### config.mk
export PLATFORM = sky130hd
export DESIGN_NAME = serial_byte_receiver
export DESIGN_NICKNAME = d
export VERILOG_FILES = /design/src/rtl/serial_pkg.sv /design/src/rtl/serial_byte_receiver.sv
export SDC_FILE = /design/constraint.sdc
export NUM_CORES = 1
export LEC_CHECK = 0
export ABC_AREA = 0
export CORE_MARGIN = 1.5
export CORE_UTILIZATION = 49
export DETAILED_ROUTE_END_ITERATION = 6
export GPL_TIMING_DRIVEN = 0
export PLACE_DENSITY = 0.75
export SYNTH_ARGS = -nofsm -noshare
export SYNTH_HDL_FRONTEND = slang
export SYNTH_SLANG_ARGS = --single-unit
### constraint.sdc
create_clock -name i_clk -period 2.3 [get_ports i_clk]
set_clock_uncertainty 0.2 [all_clocks]
set_input_delay 0.23 -clock i_clk [delete_from_list [all_inputs] [get_ports i_clk]]
set_output_delay 0.23 -clock i_clk [all_outputs]
set_load 0.05 [all_outputs]
### src/rtl/serial_pkg.sv
// Shared definitions for the serial receiver and its companion parallel-load transmitter.
package serial_pkg;

    localparam int unsigned DEFAULT_WIDTH = 8;

    typedef enum logic {
        IDLE  = 1'b0,
        SHIFT = 1'b1
    } state_e;

endpackage

### src/rtl/serial_byte_receiver.sv
// Serial-to-parallel frame receiver: Start marks bit 1, WIDTH bits form a word on Q.
// Inhibit acts purely as a clock enable for all frame state.
module serial_byte_receiver
    import serial_pkg::*;
#(
    parameter int unsigned WIDTH     = DEFAULT_WIDTH,
    parameter bit          MSB_FIRST = 1'b1
) (
    input  logic             i_clk,
    input  logic             i_reset,
    input  logic             i_inhibit,
    input  logic             i_start,
    input  logic             i_ds,
    output logic [WIDTH-1:0] o_q,
    output logic             o_valid,
    output logic             o_busy,
    output logic             o_frame_err
);

    localparam int unsigned      CNT_W    = $clog2(WIDTH + 1);
    localparam logic [CNT_W-1:0] LAST_CNT = CNT_W'(WIDTH - 1);
    localparam logic [CNT_W-1:0] ONE_CNT  = CNT_W'(1);

    state_e           r_state;
    state_e           w_state_d;
    logic [WIDTH-1:0] r_sr;
    logic [WIDTH-1:0] w_sr_d;
    logic [WIDTH-1:0] w_sr_shift;
    logic [WIDTH-1:0] w_sr_first;
    logic [CNT_W-1:0] r_cnt;
    logic [CNT_W-1:0] w_cnt_d;
    logic [WIDTH-1:0] r_q;
    logic [WIDTH-1:0] w_q_d;
    logic             r_valid;
    logic             w_valid_d;
    logic             r_frame_err;
    logic             w_frame_err_d;

    // Shifted word and fresh-frame word; the stale bits of w_sr_first are pushed out by completion.
    always_comb begin
        if (MSB_FIRST) begin
            w_sr_shift = {r_sr[WIDTH-2:0], i_ds};
            w_sr_first = {{(WIDTH-1){1'b0}}, i_ds};
        end else begin
            w_sr_shift = {i_ds, r_sr[WIDTH-1:1]};
            w_sr_first = {i_ds, {(WIDTH-1){1'b0}}};
        end
    end

    always_comb begin
        w_state_d     = r_state;
        w_sr_d        = r_sr;
        w_cnt_d       = r_cnt;
        w_q_d         = r_q;
        w_valid_d     = 1'b0;
        w_frame_err_d = 1'b0;
        if (!i_inhibit) begin
            unique case (r_state)
                IDLE: begin
                    if (i_start) begin
                        w_sr_d    = w_sr_first;
                        w_cnt_d   = ONE_CNT;
                        w_state_d = SHIFT;
                    end
                end
                SHIFT: begin
                    if (i_start) begin
                        w_sr_d        = w_sr_first;
                        w_cnt_d       = ONE_CNT;
                        w_frame_err_d = 1'b1;
                    end else if (r_cnt == LAST_CNT) begin
                        w_sr_d    = w_sr_shift;
                        w_q_d     = w_sr_shift;
                        w_valid_d = 1'b1;
                        w_cnt_d   = '0;
                        w_state_d = IDLE;
                    end else begin
                        w_sr_d  = w_sr_shift;
                        w_cnt_d = r_cnt + ONE_CNT;
                    end
                end
                default: begin
                    w_state_d = IDLE;
                    w_cnt_d   = '0;
                end
            endcase
        end
    end

    always_ff @(posedge i_clk) begin
        if (i_reset) begin
            r_state     <= IDLE;
            r_sr        <= '0;
            r_cnt       <= '0;
            r_q         <= '0;
            r_valid     <= 1'b0;
            r_frame_err <= 1'b0;
        end else begin
            r_state     <= w_state_d;
            r_sr        <= w_sr_d;
            r_cnt       <= w_cnt_d;
            r_q         <= w_q_d;
            r_valid     <= w_valid_d;
            r_frame_err <= w_frame_err_d;
        end
    end

    assign o_q         = r_q;
    assign o_valid     = r_valid;
    assign o_frame_err = r_frame_err;
    assign o_busy      = (r_state == SHIFT);

endmodule

==> results.toml, run 1 <==
[timing]
final_max_slew_viol_count = 0
finalHoldViolations = 0
finalCritPeriodShare_pct = 89.5
tightest_slew_ns = 0.498
fin_crit_ns = 2.06
setup_viol_count_final = 0
clock.fmax_mhz = 486
relSlewSlack_pct = 66.7
rsz0062_at_grt = "no"
final.setup.tns_ns = 0

[synth]
ys_warn_count = 0
synth_compound_area_share_pct = 22.1
synth_xor_area_share_pct = 0
ys_top_cells_by_count = "dfxtp_1 (22), a21oi_1 (12), o21ai_0 (10)"
synth_ff_type = "dfxtp_1"
syn_area_per_cell_um2 = 9.19
synth_top_family_by_area = "compound AO/OA/AOI/OAI gates"
synthTopCellsByArea = "dfxtp_1 (50%), a21oi_1 (6.8%), a22oi_1 (6.8%), o21ai_0 (5.7%), nand3_1 (5.1%)"
synth_nets = 102
synth_area_um2 = 882
yosys.area.top_type = "dfxtp_1"
ys_types = 25
yosysMostFrequentCell = "dfxtp_1"
ys_ff_latch = 22
synth_edf_count = 0
yosysTopAreaCellShare_pct = 49.9
synth-simple-area-share_pct = 21.3
synth_mux_area_share_pct = 1.13
async_flop_share_pct = 0
synth_seq_area_share_pct = 49.9
synthAdderAreaFrac_pct = 1.42
netlist_instances = 96

[cts]
clkTransAtPathRegs_ns = 0.12
cts_tree = "built"
cts_sinks = 22
clk_path_buf_depth = 2
root_buffer = "clkbuf_4"
post_cts_resized = 0
cts_hold_buf = 0
postCtsSetupRepairBufs = 0
clock_latency_ns = 0.30
h-tree-depth = 1
numCtsBuffers = 3

[global_routing]
grt_pass1_wl_um = 2950
grt_max_degree = 13
grt_usage_pct = 19.8
grt_pass1_vias = 695
antenna_found_initial = 0
grt_overflow = 0

[setup_path]
r2r_cells = 5
rr_endpoint = "o_q[1]"
crit_type = "reg -> out"
path_buf_inv = 1
critPathLaunchType = "register"
worstPathCellList = "clkdlybuf4s50_1"
critical_path_arrival_ns = 1.63
worstPathRequired_ns = 1.87
crit_path_start = "o_busy"
cp_max_fo = 8
slowest_stage = "clkdlybuf4s50_1"
cpPeakStageDelay_ns = 0.85
end_kind = "primary output"
crit_family = "buffers and inverters"
cp-endpoint = "o_busy"
reg2reg_slack_ns = 0.55
timing.rr.start = "r_cnt[0]"
cp.depth = 1

[floorplan]
io-pin-count = 16
die_h_um = 45.4
core_area_mm2 = 0.00171
dieArea_mm2 = 0.00206
core.rowCount = 15
dieWidth_um = 45.4
initial_utilization_pct = 51.6

[min_path]
min_path_cells = 2
worstHoldPathType = "in -> reg"

[outcome]
run_status = "finished clean"

[route]
wl_per_cell_um = 12.1
dr.first_iter.drc_count = 21
drc_errors = 0
vias = 749
vias_per_cell = 5.43
ant_nets = 0
drt_wl_total_um = 1670
drt_pass1_iterations = 5

[cells_and_area]
fillers = 159
synthToLayoutAreaGrowth_pct = 22.4
drive_gt1_share_pct = 7.08
multiInputGateArea_um2 = 405
seqCellArea_um2 = 440
final_core_util_pct = 63.2
fin_nets = 120
antennaDiodeCount = 0

[power]
power_density_mw_per_mm2 = 596
power.leakage_nw = 0.362
vdd_drop_max_mv = 0.419
power_mw = 0.643

[place]
hpwl_um = 1220
gp_congestion = 0.797
io_buffers = 13

[flow_run]
maxCapViolCount = 0
==> placed cells by master (no fill, tap or decap), drive strengths merged <==
cell type | Yosys | final
a31oi | 1 | 1
mux2i | 1 | 1
nor4b | 1 | 1
nor3 | 1 | 1
ha | 1 | 1
and3b | 1 | 1
buf | 2 | 2
nor2b | 1 | 1
dfxtp | 22 | 22
clkdlybuf4s50 | 0 | 13
nand2 | 1 | 1
nand2b | 2 | 2
inv | 2 | 2
a21oi | 12 | 12
nand4bb | 1 | 1
or4 | 1 | 1
a21o | 1 | 1
nor4bb | 2 | 2
a22oi | 8 | 8
clkbuf | 5 | 9
nand3 | 9 | 9
or4b | 1 | 1
nor2 | 8 | 8
nor3b | 1 | 1
o21bai | 1 | 1
o21ai | 10 | 10
==> final cells by class <==
| class | instances | area share (%) |
|---|---|---|
| Sequential cell | 22 | 40.8 |
| Multi-Input combinational cell | 65 | 37.5 |
| Timing Repair Buffer | 13 | 12.1 |
| Clock buffer | 4 | 3.36 |
| Tap cell | 25 | 2.90 |
| Buffer | 7 | 2.67 |
| Inverter | 2 | 0.695 |
==> state kept, by name, summed over array words and instances (netlist names) <==
signal       cells
o_busy           1
r_cnt            4
o_frame_err      1
o_valid          1
o_q              8
r_sr             7
==> worst min path at each step <==
| stage | start | to | slack, ns |
|---|---|---|---|
| floorplan | i_reset | o_frame_err | 0.11 |
| global placement | o_q[5] | o_q[5] | 0.26 |
| detailed placement | o_q[7] | o_q[7] | 0.27 |
| CTS | i_inhibit | o_frame_err | 0.01 |
| global route | i_inhibit | o_frame_err | 0.02 |
| finish | i_inhibit | o_frame_err | 0.02 |
==> report_power, final <==
group / total [mW] / internal (mW) / switching (mW)
Sequential: 0.390 / 0.385 / 0.00475
Clock: 0.210 / 0.0966 / 0.114
Combinational: 0.0430 / 0.0166 / 0.0264
==> metrics by stage <==
step | std cells | hold slack, ns | setup WS (ns) | area [um^2]
after CTS | 138 | 0.0113 | 0.228 | 1080
after global placement | 134 | 0.263 | 0.587 | 1040
after floorplan | 96 | 0.107 | 0.359 | 882
final | 138 | 0.0205 | 0.241 | 1080
after detailed placement | 134 | 0.270 | 0.575 | 1040
after global routing | 138 | 0.0176 | 0.177 | 1080
==> cells by family (layout without fill, tap and decap cells) <==
group | Yosys count | after routing
AOI/OAI and AO/OA | 33 | 33
and+or+nand+nor | 30 | 30
DFF | 22 | 22
buffers and inverters | 9 | 26
adders and majority gates | 1 | 1
muxes | 1 | 1
==> routing by layer <==
| metal | global-route usage, % | share of wire, % | vias up |
|---|---|---|---|
| met4 | 8.82 | 1.1 | 0 |
| met3 | 3.57 | 2.8 | 2 |
| met2 | 29.9 | 45 | 16 |
| li1 | - | - | 384 |
| met5 | 0 | 0 | - |
| met1 | 27.4 | 51 | 347 |
Power figures use the tool's default switching activity.
==> inputs of run 2 (changes only) <==
--- a/config.mk
+++ b/config.mk
@@ -7,10 +7,10 @@
 export LEC_CHECK = 0
 export ABC_AREA = 0
 export CORE_MARGIN = 1.5
-export CORE_UTILIZATION = 49
+export CORE_UTILIZATION = 44
 export DETAILED_ROUTE_END_ITERATION = 6
 export GPL_TIMING_DRIVEN = 0
-export PLACE_DENSITY = 0.75
+export PLACE_DENSITY = 0.72
 export SYNTH_ARGS = -nofsm -noshare
 export SYNTH_HDL_FRONTEND = slang
 export SYNTH_SLANG_ARGS = --single-unit
==> constraint.sdc (replaced) <==
create_clock -name i_clk -period 1.7 [get_ports i_clk]
set_clock_uncertainty 0.2 [all_clocks]
set_input_delay 0.17 -clock i_clk [delete_from_list [all_inputs] [get_ports i_clk]]
set_output_delay 0.17 -clock i_clk [all_outputs]
set_load 0.05 [all_outputs]
==> results.toml, run 2 (synthesis gave the netlist of run 1 again) <==
[floorplan]
initial_utilization_pct = 45.9
dieArea_mm2 = 0.00228
core_area_mm2 = 0.00192
core.rowCount = 16
dieWidth_um = 47.8
io-pin-count = 16
die_h_um = 47.8

[cts]
clkTransAtPathRegs_ns = 0.13
cts_sinks = 22
numCtsBuffers = 3
h-tree-depth = 1
root_buffer = "clkbuf_4"
cts_tree = "built"
clock_latency_ns = 0.32
clk_path_buf_depth = 2

[place]
place_area_mm2 = 0.00105
gp_congestion = 0.756
io_buffers = 13
hpwl_um = 1220

[global_routing]
grt-busiest-layer = "met2"
grt_pass1_wl_um = 2830
met1_usage_pct = 25.3
met3_usage_pct = 2.26
grt_usage_pct = 18.2
antenna_found_initial = 0
grt_pass1_vias = 612
grt_overflow = 0
grt_max_degree = 13
met2_usage_pct = 27.5

[route]
drc_errors = 0
vias = 796
drt_pass1_iterations = 5
dr.first_iter.drc_count = 20
vias_per_cell = 5.41
wl_per_cell_um = 13.7
drt_wl_total_um = 2010
ant_nets = 0

[timing]
setup_viol_count_final = 0
clock.fmax_mhz = 599
relSlewSlack_pct = 65.9
tightest_slew_ns = 0.513
final.setup.tns_ns = 0
finalHoldViolations = 0
fin_crit_ns = 1.67
holdWs_ns = 0.0906
final_max_slew_viol_count = 0
finalCritPeriodShare_pct = 98.1

[cells_and_area]
largest_reg_flops = 8
synthToLayoutAreaGrowth_pct = 32.3
fin_nets = 127
drive_gt1_share_pct = 17.5
antennaDiodeCount = 0
layout_common_cells = "dfxtp_1 (19), a21oi_1 (11), dlygate4sd2_1 (11), o21ai_0 (10), nand3_1 (9)"
final_common_cell = "dfxtp_1"
fin_area_mm2 = 0.00117

[setup_path]
crit_type = "reg -> reg"
critPathLaunchType = "register"
cpPeakStageDelay_ns = 0.49
end_kind = "register"
worstPathCellList = "ha_4 > and3b_2 > or4b_4 > a21oi_2"
slowest_stage = "or4b_4"
worstPathRequired_ns = 1.76
cp_max_fo = 4
critical_path_arrival_ns = 1.73

[flow_run]
maxCapViolCount = 0

[power]
power.leakage_nw = 0.460
power_mw = 0.850
vdd_drop_max_mv = 0.413
power_density_mw_per_mm2 = 728

[outcome]
run_status = "finished clean"

[min_path]
worstHoldPathType = "in -> reg"
-- run 2: through the flow --
step / utilization (%) / instances / setup WS (ns)
2_1_floorplan: - / 96 / 0.0862
3_3_place_gp: 54.6 / 136 / -0.00714
3_5_place_dp: 54.6 / 136 / -0.0386
4_1_cts: 57.4 / 144 / 0.00112
5_1_grt: 60.7 / 147 / -0.00389
6_report: 60.7 / 147 / 0.0316
-- run 2: final cells by class --
cell class                 instances  area (um^2)
fill                             177          754
inverter                           2         7.51
timing repair buffer              20          179
clock buffer                       4         26.3
buffer                             7         32.5
multi-input combinational         65          439
sequential                        22          449
tap                               27         33.8
-- run 2: power by group --
part,internal [mW],switching (mW)
sequential,0.520,0.00783
combinational,0.0324,0.0431
clock,0.0917,0.155
total,0.644,0.206
-- run 2: worst max-delay path, delay by kind of cell, from the launching register on --
kind	cells	cell delay (ns)
DFF	1	0.37
and+or+nand+nor	2	0.72
AOI/OAI and AO/OA	1	0.15
adders and majority gates	1	0.17
-- run 2: final timing paths --
check / from / end / slack (ns) / cells past startpoint
worst max register to register: r_cnt[0] / r_cnt[3] / 0.03 / 4
worst max-delay path: r_cnt[0] / r_cnt[3] / 0.03 / 4
worst min-delay path: i_inhibit / r_cnt[0] / 0.09 / 3
worst min register to register: o_q[5] / o_q[5] / 0.28 / 2
-- run 2: repair_timing --
item                                   4_1_cts  5_1_grt
pin swaps                                    1        3
endpoints found under the hold margin        2        0
setup endpoints to repair                   21       12
buffers inserted                             1        3
hold buffers                                 3        0
resized for setup                           13       12
-- run 2: routing by layer --
layer,part of all wire [%],up-vias
met2,48,20
met5,0,-
li1,-,399
met3,3.1,2
met4,1.0,0
met1,47,375
